===== src/rtl/core_result_dumper_if.sv =====
`default_nettype none
// ============================================================================
//  Module   : core_result_dumper_if
//  Purpose  : Valid/ready word stream carrying the post-run memory dump
//             (address, data, last-word flag) out of core_result_dumper.
//  Revision : 1.0 - initial release
// ============================================================================
interface core_result_dumper_if #(
    parameter int ADDR_BITS  = 11,
    parameter int WORD_WIDTH = 32
);
    logic                  dump_valid;
    logic                  dump_ready;
    logic [ADDR_BITS-1:0]  dump_addr;
    logic [WORD_WIDTH-1:0] dump_data;
    logic                  dump_last;

    // Producer side: the dumper engine
    modport master (
        output dump_valid,
        output dump_addr,
        output dump_data,
        output dump_last,
        input  dump_ready
    );

    // Consumer side: UART bridge or answer-key checker
    modport slave (
        input  dump_valid,
        input  dump_addr,
        input  dump_data,
        input  dump_last,
        output dump_ready
    );
endinterface
`default_nettype wire


===== src/rtl/core_result_dumper.sv =====
`default_nettype none
// ============================================================================
//  Module   : core_result_dumper
//  Purpose  : Watches the IF instruction stream for program end (NOP run or
//             self-looping instruction), tracks the highest stored data word,
//             then reads data memory 0..max through the console port and
//             streams every word out over a valid/ready interface.
//  Revision : 1.0 - initial release
// ============================================================================
module core_result_dumper #(
    parameter int                   WORD_WIDTH = 32,
    parameter int                   ADDR_BITS  = 11,
    parameter logic [ADDR_BITS-1:0] ADDR_LIMIT = 11'h400,
    parameter int                   NOP_LIMIT  = 10,
    parameter int                   LOOP_LIMIT = 50,
    parameter int                   CNT_WIDTH  = 32
) (
    input  wire logic                  CLK,
    input  wire logic                  nrst,
    input  wire logic [31:0]           if_inst,
    input  wire logic                  exe_store,
    input  wire logic [ADDR_BITS-1:0]  exe_word_addr,
    output logic      [3:0]            con_write,
    output logic      [WORD_WIDTH-1:0] con_in,
    output logic      [ADDR_BITS-1:0]  con_addr,
    input  wire logic [WORD_WIDTH-1:0] con_out,
    core_result_dumper_if.master       dump,
    output logic                       halted,
    output logic                       dump_done,
    output logic      [CNT_WIDTH-1:0]  run_cycles
);

    // One spare bit so a counter sitting at its limit can never wrap
    localparam int c_NOP_W  = $clog2(NOP_LIMIT + 1) + 1;
    localparam int c_LOOP_W = $clog2(LOOP_LIMIT + 1) + 1;

    typedef enum logic [2:0] {
        ST_RUN   = 3'd0,
        ST_READ  = 3'd1,
        ST_OFFER = 3'd2,
        ST_HOLD  = 3'd3,
        ST_DONE  = 3'd4
    } state_t;

    state_t                r_state;
    logic [31:0]           r_last_inst;
    logic [c_NOP_W-1:0]    r_nop_run;
    logic [c_LOOP_W-1:0]   r_same_run;
    logic [ADDR_BITS-1:0]  r_max_addr;
    logic [ADDR_BITS-1:0]  r_cur_addr;
    logic [ADDR_BITS-1:0]  r_con_addr;
    logic [CNT_WIDTH-1:0]  r_run_cycles;
    logic                  r_halted;
    logic                  r_dump_done;
    logic                  r_valid;
    logic [ADDR_BITS-1:0]  r_dump_addr;
    logic [WORD_WIDTH-1:0] r_dump_data;
    logic                  r_dump_last;

    logic                  w_last_nop;
    logic                  w_inst_nop;
    logic                  w_halt;

    // Both the compressed C.NOP and the canonical addi x0,x0,0 count as NOP
    function automatic logic f_is_nop(input logic [31:0] inst);
        return (inst[15:0] == 16'h0001) || (inst == 32'h0000_0013);
    endfunction

    // Halt decision uses the registered run counts
    always_comb begin
        w_last_nop = f_is_nop(r_last_inst);
        w_inst_nop = f_is_nop(if_inst);
        w_halt     = (r_nop_run == c_NOP_W'(NOP_LIMIT)) ||
                     (r_same_run == c_LOOP_W'(LOOP_LIMIT));
    end

    // Main controller: halt detection, store tracking and the readback walk
    always_ff @(posedge CLK) begin
        if (!nrst) begin
            r_state      <= ST_RUN;
            r_last_inst  <= '0;
            r_nop_run    <= '0;
            r_same_run   <= '0;
            r_max_addr   <= '0;
            r_cur_addr   <= '0;
            r_con_addr   <= '0;
            r_run_cycles <= '0;
            r_halted     <= 1'b0;
            r_dump_done  <= 1'b0;
            r_valid      <= 1'b0;
            r_dump_addr  <= '0;
            r_dump_data  <= '0;
            r_dump_last  <= 1'b0;
        end else begin
            case (r_state)
                ST_RUN: begin
                    if (r_run_cycles != {CNT_WIDTH{1'b1}}) begin
                        r_run_cycles <= r_run_cycles + CNT_WIDTH'(1);
                    end
                    // Words at or beyond ADDR_LIMIT are not data memory
                    if (exe_store && (exe_word_addr > r_max_addr) &&
                        (exe_word_addr < ADDR_LIMIT)) begin
                        r_max_addr <= exe_word_addr;
                    end
                    // A NOP following a NOP extends the run even if the two
                    // encodings differ; last_inst keeps the first of the run
                    if (w_last_nop && w_inst_nop) begin
                        r_nop_run  <= r_nop_run + c_NOP_W'(1);
                        r_same_run <= r_same_run + c_LOOP_W'(1);
                    end else if (if_inst == r_last_inst) begin
                        r_same_run <= r_same_run + c_LOOP_W'(1);
                    end else begin
                        r_last_inst <= if_inst;
                        r_nop_run   <= '0;
                        r_same_run  <= '0;
                    end
                    if (w_halt) begin
                        r_state    <= ST_READ;
                        r_halted   <= 1'b1;
                        r_cur_addr <= '0;
                        r_con_addr <= '0;
                    end
                end
                // Address is already on con_addr; memory answers next cycle
                ST_READ: begin
                    r_state <= ST_OFFER;
                end
                ST_OFFER: begin
                    r_dump_data <= con_out;
                    r_dump_addr <= r_cur_addr;
                    r_dump_last <= (r_cur_addr == r_max_addr);
                    r_valid     <= 1'b1;
                    r_state     <= ST_HOLD;
                end
                ST_HOLD: begin
                    if (dump.dump_ready) begin
                        r_valid <= 1'b0;
                        if (r_dump_last) begin
                            r_state     <= ST_DONE;
                            r_dump_done <= 1'b1;
                            r_dump_addr <= '0;
                            r_dump_data <= '0;
                            r_dump_last <= 1'b0;
                        end else begin
                            r_cur_addr <= r_cur_addr + ADDR_BITS'(1);
                            r_con_addr <= r_cur_addr + ADDR_BITS'(1);
                            r_state    <= ST_READ;
                        end
                    end
                end
                ST_DONE: begin
                    r_state <= ST_DONE;
                end
                default: begin
                    r_state <= ST_RUN;
                end
            endcase
        end
    end

    // The console port is only ever read
    assign con_write       = 4'b0000;
    assign con_in          = '0;
    assign con_addr        = r_con_addr;
    assign halted          = r_halted;
    assign dump_done       = r_dump_done;
    assign run_cycles      = r_run_cycles;
    assign dump.dump_valid = r_valid;
    assign dump.dump_addr  = r_dump_addr;
    assign dump.dump_data  = r_dump_data;
    assign dump.dump_last  = r_dump_last;

endmodule
`default_nettype wire


===== src/flat_wrapper.sv =====
// flat-port wrapper written by rule: the top's interface ports become plain ports
module core_result_dumper_flat 
#(
    parameter int                   WORD_WIDTH = 32,
    parameter int                   ADDR_BITS  = 11,
    parameter logic [ADDR_BITS-1:0] ADDR_LIMIT = 11'h400,
    parameter int                   NOP_LIMIT  = 10,
    parameter int                   LOOP_LIMIT = 50,
    parameter int                   CNT_WIDTH  = 32
)
  (CLK, nrst, if_inst, exe_store, exe_word_addr, con_write, con_in, con_addr, con_out, halted, dump_done, run_cycles, dump_dump_valid, dump_dump_addr, dump_dump_data, dump_dump_last, dump_dump_ready);
  core_result_dumper_if #(.ADDR_BITS(ADDR_BITS), .WORD_WIDTH(WORD_WIDTH)) dump_i ();
  input  wire logic CLK;
  input  wire logic nrst;
  input  wire logic [31:0] if_inst;
  input  wire logic exe_store;
  input  wire logic [ADDR_BITS-1:0] exe_word_addr;
  output logic      [3:0] con_write;
  output logic      [WORD_WIDTH-1:0] con_in;
  output logic      [ADDR_BITS-1:0] con_addr;
  input  wire logic [WORD_WIDTH-1:0] con_out;
  output logic halted;
  output logic dump_done;
  output logic      [CNT_WIDTH-1:0] run_cycles;
  output wire logic [$bits(dump_i.dump_valid)-1:0] dump_dump_valid;
  output wire logic [$bits(dump_i.dump_addr)-1:0] dump_dump_addr;
  output wire logic [$bits(dump_i.dump_data)-1:0] dump_dump_data;
  output wire logic [$bits(dump_i.dump_last)-1:0] dump_dump_last;
  input wire logic [$bits(dump_i.dump_ready)-1:0] dump_dump_ready;
  assign dump_dump_valid = dump_i.dump_valid;
  assign dump_dump_addr = dump_i.dump_addr;
  assign dump_dump_data = dump_i.dump_data;
  assign dump_dump_last = dump_i.dump_last;
  assign dump_i.dump_ready = dump_dump_ready;
  core_result_dumper #(.WORD_WIDTH(WORD_WIDTH), .ADDR_BITS(ADDR_BITS), .ADDR_LIMIT(ADDR_LIMIT), .NOP_LIMIT(NOP_LIMIT), .LOOP_LIMIT(LOOP_LIMIT), .CNT_WIDTH(CNT_WIDTH)) u_core (.CLK(CLK), .nrst(nrst), .if_inst(if_inst), .exe_store(exe_store), .exe_word_addr(exe_word_addr), .con_write(con_write), .con_in(con_in), .con_addr(con_addr), .con_out(con_out), .dump(dump_i), .halted(halted), .dump_done(dump_done), .run_cycles(run_cycles));
endmodule

===== config.mk =====
export PLATFORM = sky130hd
export DESIGN_NAME = core_result_dumper_flat
export DESIGN_NICKNAME = d
export VERILOG_FILES = /design/src/rtl/core_result_dumper_if.sv /design/src/rtl/core_result_dumper.sv /design/src/flat_wrapper.sv
export SDC_FILE = /design/constraint.sdc
export NUM_CORES = 1
export LEC_CHECK = 0
export CAP_MARGIN = 20
export CORE_UTILIZATION = 41
export CTS_BUF_LIST = sky130_fd_sc_hd__clkbuf_8 sky130_fd_sc_hd__clkbuf_16
export CTS_CLUSTER_DIAMETER = 40
export DETAILED_ROUTE_END_ITERATION = 10
export PLACE_DENSITY_LB_ADDON = 0.2
export SYNTH_ARGS = -nofsm -noshare
export SYNTH_HDL_FRONTEND = slang
export SYNTH_SLANG_ARGS = --single-unit

===== constraint.sdc =====
create_clock -name CLK -period 1.9 [get_ports CLK]
set_clock_uncertainty 0.2 [all_clocks]
set_input_delay 0.38 -clock CLK [delete_from_list [all_inputs] [get_ports CLK]]
set_output_delay 0.38 -clock CLK [all_outputs]
set_load 0.02 [all_outputs]

After elaboration in Yosys (flattened, before gate mapping)
Cells that the tools add are included.

operators by class
  add/sub/neg operators = 4
  magnitude comparators = 2
  eq/ne operators = 18
  muxes and demuxes = 21
  bitwise gates (word level) = 2
  reductions and logical operators = 19

operators by type and width
  kind                   number
  $eq 32x5->1 const B    2
  $mux 32                2
  $pmux 32 s2            1
  $mux 11                5
  $pmux 11 s2            2
  $add 32x1->32 const B  1
  $eq 16x1->1 const B    2
  $eq 32x32->1           1
  $ne 32x32->1 const B   1
  $pmux 3 s5             1
  $mux 7                 2
  $reduce_and 2->1       6
  $add 11x1->11 const B  1
  $eq 11x11->1           1
  $gt 11x11->1           1
  $lt 11x11->1 const B   1
  $mux 5                 2
  $mux 3                 3
  $reduce_and 3->1       3
  $add 7x1->7 const B    1
  $eq 7x6->1 const B     1
  $eq 3x2->1 const B     2
  $ne 2x1->1 const B     3
  $add 5x1->5 const B    1
  other kinds (12)       20

storage, ports and cells
  flip-flop bits (word level) = 148
  bits of input ports = 79
  output and inout port bits = 126
  word-level logic and storage cells = 79

Logic depth before layout (Yosys ltp)
Gate-level depths: netlist (run 1).

  word-level depth = 5
  depth in mapped cells = 9

Least setup slack after synthesis (run 1)
No wires, ideal clock.

  kind = flip-flop to flip-flop
  start = reg u_core.r_run_cycles[24], in the netlist u_core.run_cycles[24]
  end = reg u_core.r_run_cycles[23], in the netlist u_core.run_cycles[23]
  setup time = 0.116 ns
  data arrival time = 1.853 ns
  data required time = 1.584 ns
  slack = -0.269 ns
  stages on the path, launching flop included = 6
  clock period less this slack = 2.169 ns
  cell sequence = dfxtp_1 -> and4_4 -> nand4_4 -> nor4_4 -> nor3_2 -> a31o_1

on the way
  longest elaborated chain between the ends = 2

RTL lines
  element                            RTL line                  text
  start, declared                    core_result_dumper.sv:52  logic [CNT_WIDTH-1:0] r_run_cycles;
  start signal, assigned             core_result_dumper.sv:98  r_run_cycles <= r_run_cycles + CNT_WIDTH'(1);
  $ne 32x32->1                       core_result_dumper.sv:97  if (r_run_cycles != {CNT_WIDTH{1'b1}}) begin
  $reduce_and 2->1 (no source line)  -

No other way between the ends.
A chain may end at the register's enable or synchronous reset.

Final worst setup path (run 1)
  start = reg u_core.r_nop_run[1]
  end = reg u_core.r_cur_addr[2]

on the way
  longest elaborated chain between the ends = 4

RTL lines
  element                            RTL line                   text
  start, declared                    core_result_dumper.sv:47   logic [c_NOP_W-1:0] r_nop_run;
  start signal, assigned             core_result_dumper.sv:108  r_nop_run <= r_nop_run + c_NOP_W'(1);
  $eq 5x4->1                         core_result_dumper.sv:73   w_halt = (r_nop_run == c_NOP_W'(NOP_LIMIT)) ||
  $logic_or 1x1->1                   core_result_dumper.sv:73
  $ne 2x1->1 (no source line)        -
  $reduce_and 4->1 (no source line)  -
  end signal, assigned               core_result_dumper.sv:145  r_cur_addr <= r_cur_addr + ADDR_BITS'(1);
  end, declared                      core_result_dumper.sv:50   logic [ADDR_BITS-1:0] r_cur_addr;

No other way between the ends.

==> results.toml, run 1 <==
[sta]
drv_slew = 0
max_freq_ghz = 0.480
fin_crit_ps = 2080
setup_viol = 69
rsz0062_at_grt = "yes"
hold_violations = 0
post-route-period-util_pct = 110
holdWs_ps = 48.5
fin_ws_ps = -183

[hold_path]
hold_path.startpoint = "exe_word_addr[1]"
hp-class = "in -> reg"

[global_routing]
use_met1_pct = 27.5
overflow = 0
grt_pass1_wl_mm = 31.6
grt_use_met2_pct = 36.4
grt_pass1_vias = 6504
gr-max-usage-layer = "met2"
antenna_found_initial = 0
gr-usage-met3_pct = 4.81
grtUsageTotal_pct = 21.6
grt_max_degree = 98

[power]
p_leak_nw = 5.08
ir_drop_mv = 0.632
power_density_nw_per_um2 = 737
p_total_mw = 8.41

[placed_design]
port_buffers = 168
gp_congestion = 0.809
post-dp-hpwl_mm = 13.7
pre_cts_slack_ps = -864

[clock_tree]
numClockSinks = 148
cts-hold-fix-buffers = 0
root_buffer = "clkbuf_16"
cts_max_level = 4
cts_tree = "built"
insertion_delay_ps = 420
cts.clk_slew.worst_paths_ps = 60
cts_buffers = 17
cts_buffer_depth = 2

[synth]
syn_inst = 836
synth_top_cell_by_area = "dfxtp_1"
synth.distinct_cells = 55
ys_async_sr_fraction_pct = 0
synth_ff_type = "dfxtp_1"
ys_warn_count = 0
ys_seq_elements = 148
ys_seq_area_share_pct = 39.9
synth-edff-count = 0
yosys-top-cells-area = "dfxtp_1 40%, mux2i_1 5.8%, nand2_1 5.5%"
synth_area_per_cell_um2 = 8.88
synth_area_um2 = 7430
synth_top_area_share_pct = 39.9

[run_status]
status = "complete, but fails checks"
violations = "negative setup slack"

[detailed_routing]
wl_mm = 20.0
drc = 0
drtAntennaViolNets = 0
vias = 6798
routedWlPerCell_um = 14.7
avgViaCountPerCell = 4.99
drt-pass1-iter-count = 4
drt_first_iter_violations = 250

[floorplanning]
boundaryPins = 205
fp-row-count = 48
die_h_um = 137
start_util_pct = 42.5
dieWidth_um = 137
design.die.area_um2 = 18700
core-area_um2 = 17500

[worst_setup_path]
startpoint = "u_core.r_nop_run[1]"
cp-start-kind = "register"
cp_slowest_cell = "dfxtp_1"
critPathKind = "reg -> reg"
slowest_delay_ps = 390
worstPathCellList = "ha_4 > nor4bb_4 > a31oi_2 > o32a_1 > buf_6 > nor3b_4 > xnor2_1 > nor2_1"
worst-endpoint-arrival_ps = 2200
cp_top_family = "simple AND/OR/NAND/NOR gates"
r2r-start = "u_core.r_nop_run[1]"
cp-end-kind = "register"
cp.required_ps = 2010
path_buf_inv = 1
crit_fanout = 7

[final_layout]
drive_gt1_share_pct = 29.6
n_fill_cell = 1474
antenna_cells = 0
syn2layout_area_growth_pct = 53.7
final_util_pct = 65.3
final_nets = 1220

[job]
drv_cap = 0
## cell usage in the layout (no fill, tap or decap), types with 19 or more instances in the layout
| cell | synthesis | final |
|---|---|---|
| clkdlybuf4s50_1 | 0 | 44 |
| xnor2_1 | 41 | 40 |
| nor2_1 | 99 | 95 |
| buf_4 | 38 | 120 |
| dlygate4sd2_1 | 0 | 118 |
| dfxtp_1 | 148 | 101 |
| nand3_1 | 20 | 19 |
| mux2i_1 | 43 | 42 |
| dfxtp_2 | 0 | 36 |
| conb_1 | 1 | 36 |
| nand2_1 | 109 | 109 |
| a22oi_1 | 44 | 44 |
| xor2_1 | 43 | 39 |
## registers in the layout, indices dropped and copies added (netlist names)
register and flops:
u_core.dump.dump_addr 11, u_core.r_cur_addr 11, u_core.r_state 3, u_core.r_max_addr 11, u_core.halted 1, u_core.r_nop_run 5, u_core.dump.dump_last 1, u_core.r_last_inst 32
u_core.dump_done 1, u_core.r_same_run 7, u_core.dump.dump_valid 1, u_core.dump.dump_data 32, u_core.run_cycles 32
## path summary, 6_finish.rpt
check / end / slack [ps] / cells past startpoint
worst min register to register: u_core.r_last_inst[6] / 270 / 2
worst min-delay path: u_core.r_max_addr[1] / 50 / 3
worst max-delay path: u_core.r_cur_addr[2] / -180 / 8
worst max register to register: u_core.r_cur_addr[2] / -180 / 8
## power by group
group	total, mW	internal [mW]	switching [mW]
Clock	3.48	2.13	1.35
Combinational	1.56	0.733	0.823
Sequential	3.38	3.25	0.125
## metal layers
layer | part of all wire (%) | up-vias
met3 | 4.4 | 21
met4 | 1.1 | 0
met5 | 0 | -
met1 | 46 | 3219
li1 | - | 3390
met2 | 49 | 168
## tightest hold or removal path, cell delays in order
cell	delay, ps
dlymetal6s2s_1	140
nand2_1	60
mux2i_1	50
## layout make-up
cell class | instances | area [µm²] | share of cell area, %
clock inverters | 13 | 156 | 1.37
multi-input cells | 625 | 4590 | 40.2
repair buffers | 315 | 2820 | 24.7
flip-flops and latches | 148 | 3050 | 26.7
inverters | 17 | 63.8 | 0.559
clock buffers | 19 | 453 | 3.97
well taps | 225 | 282 | 2.47
## stage by stage
stage	cell area, µm²	instances	setup TNS (ps)
final	11400	1362	-4920
after global routing	11400	1362	-13460
after CTS	11200	1357	-4880
after detailed placement	10200	1307	-50310
after global placement	10200	1307	-47670
after floorplan	7750	871	-2630
## cells in the mapped netlist (2+ instances only)
cell      instances
nor3b_2           2
xor2_1           43
nand4_1          15
o21ai_0          17
buf_2             5
and3_1            3
nor4_4            5
and2_1            7
nand4_4           4
and4_4            2
nor2_1           99
a21o_1            4
nor3_1           25
nor4_1           19
nor3b_1           4
a21oi_1          14
a22oi_1          44
nand2b_1          2
buf_1             3
o22ai_1           2
xnor2_1          41
buf_4            38
inv_1            16
nor4b_1           6
nor3_2            5
or2_2             2
buf_6             4
nor4b_2           3
or3_1             3
nor2b_1           7
clkbuf_1         31
nand3_1          20
nand2_1         109
dfxtp_1         148
mux2i_1          43
ha_1             17
o31ai_1           2
and4_1            5
## kinds of logic (layout without fill, tap and decap cells)
kind of cell	Yosys count	after routing	synth area share [%]
AOI/OAI and AO/OA	92	92	8.68
adders and majority gates	17	17	2.86
buffers and inverters	98	364	7.36
and+or+nand+nor	353	353	25.5
DFF	148	148	39.9
xor gates and xnor gates	84	84	9.91
muxes	43	43	5.80
other	1	36	0.0505
## what timing repair did
action / CTS / global route
pin swaps: 45 / 47
setup buffers: 17 / 11
setup endpoints to repair: 226 / 110
gates resized for setup: 194 / 67
cloned: 3 / 0
(Power assumes the default switching activity.)
==> run 2: changes to the inputs <==
--- a/config.mk
+++ b/config.mk
@@ -10,7 +10,8 @@
 export CTS_BUF_LIST = sky130_fd_sc_hd__clkbuf_8 sky130_fd_sc_hd__clkbuf_16
 export CTS_CLUSTER_DIAMETER = 40
 export DETAILED_ROUTE_END_ITERATION = 10
-export PLACE_DENSITY_LB_ADDON = 0.2
+export MAX_ROUTING_LAYER = met4
+export PLACE_DENSITY = 0.73
 export SYNTH_ARGS = -nofsm -noshare
 export SYNTH_HDL_FRONTEND = slang
 export SYNTH_SLANG_ARGS = --single-unit
==> run 2 against run 1 <==
- the run still ends with negative setup slack left
- sequential power hardly changed
- global-route usage is 1.1 points higher
- count of clock-buffer cells in the layout is 3 higher
- die area stayed put
- critical path depth is 1 higher
- final cell count hardly changed
- hold slack better by 29 ps
- via count is 0.94% higher
- routed wire length is 4.3% higher
- first-iteration DRC count is 44% higher
- maximum frequency is 2.1% lower
- critical endpoint is now u_core.r_last_inst[16]
- critical path type is now in -> reg
- design area is 2.3% higher
==> results.toml, run 2 (synthesis results as in run 1) <==
[run_status]
status = "complete, but fails checks"
violations = "negative setup slack"

[global_routing]
grt_max_degree = 98
grt_pass1_wl_mm = 32.2
grt_pass1_vias = 6587
grtUsageTotal_pct = 22.7
overflow = 0
antenna_found_initial = 0

[final_layout]
final_cell_mix = "115 x dlygate4sd2_1, 113 x buf_4, 108 x nand2_1, 104 x dfxtp_1, 96 x nor2_1"
final_util_pct = 66.8
final_area_um2 = 11700
fin_cells = 1361
drive_gt1_share_pct = 29.9
final_common_cell = "dlygate4sd2_1"
syn2layout_area_growth_pct = 57.2
final_nets = 1218

[floorplanning]
core-area_um2 = 17500
start_util_pct = 42.5
design.die.area_um2 = 18700
fp-row-count = 48
dieWidth_um = 137
boundaryPins = 205
die_h_um = 137

[worst_setup_path]
cp-start-kind = "input pin"
cp-end-kind = "register"
cp_slowest_cell = "clkdlybuf4s50_1"
cp_top_family = "buffers and inverters"
slowest_delay_ps = 440
worst-endpoint-arrival_ps = 2230
crit_fanout = 5
worstPathCellList = "clkdlybuf4s50_1 > xor2_1 > nor4_1 > nand4_1 > o21ai_2 > nor2b_4 > buf_12 > clkbuf_16 > mux2i_1"
path_buf_inv = 3
critPathKind = "in -> reg"
cp.required_ps = 2000

[sta]
holdWs_ps = 77.9
max_freq_ghz = 0.470
finalSetupTns_ps = -8990
fin_crit_ps = 2130
fin_ws_ps = -227
post-route-period-util_pct = 112
rsz0062_at_grt = "yes"
setup_viol = 75
drv_slew = 0
hold_violations = 0

[detailed_routing]
drt_first_iter_violations = 359
drc = 0
routedWlPerCell_um = 15.3
vias = 6862
avgViaCountPerCell = 5.04
wl_mm = 20.8
drt-pass1-iter-count = 5
drtAntennaViolNets = 0

[power]
ir_drop_mv = 0.652
p_total_mw = 8.52
p_leak_nw = 5.18
power_density_nw_per_um2 = 730

[clock_tree]
cts-hold-fix-buffers = 0
cts_buffer_depth = 2
cts.clk_slew.worst_paths_ps = 60
insertion_delay_ps = 420
cts_max_level = 4
cts_buffers = 17
numClockSinks = 148
root_buffer = "clkbuf_16"
cts_tree = "built"

[placed_design]
placed_area_um2 = 10200
gp_congestion = 0.828
pre_cts_slack_ps = -858
port_buffers = 168
dp.cells = 1302
post-dp-hpwl_mm = 13.7

[job]
drv_cap = 0

[hold_path]
hp-class = "in -> reg"
==> run 2: path summary, 6_finish.rpt <==
check	startpoint	slack [ps]	to	cells after the start
min	exe_word_addr[7]	80	u_core.r_max_addr[7]	3
max reg2reg	u_core.r_last_inst[21]	-210	u_core.r_last_inst[16]	8
min reg2reg	u_core.r_last_inst[9]	280	u_core.r_last_inst[9]	2
max	if_inst[17]	-230	u_core.r_last_inst[16]	9
==> run 2: layout make-up <==
cell class,instances,area [µm²]
Clock buffer,22,517
Timing Repair Buffer,312,2880
Fill cell,1328,5800
Sequential cell,148,3040
Inverter,17,63.8
Antenna cell,1,2.50
Multi-Input combinational cell,626,4790
Clock inverter,10,101
Tap cell,225,282
==> run 2: tightest hold or removal path, cell delays in order <==
cell,delay (ps)
dlymetal6s2s_1,150
nand2_1,70
mux2i_1,60
==> run 2: layer usage <==
metal / global-route usage (%) / up-vias / wire [µm]
met2: 37.4 / 215 / 10300
met1: 27.9 / 3233 / 9210
met3: 4.85 / 27 / 966
met5: - / - / 0
met4: 6.54 / 0 / 361
li1: - / 3387 / -
==> run 2: report_power, final <==
group	internal, mW	switching, mW	total [mW]
Combinational	0.799	0.871	1.67
Sequential	3.25	0.133	3.38
Clock	2.18	1.29	3.47
Total	6.23	2.30	8.52
==> run 2: repair_timing <==
action                                  in CTS  in global routing
endpoints found under the setup margin     214                126
pin swaps                                   56                 52
resized for setup                          196                 86
buffers inserted                            17                  9
gates cloned                                 4                  1
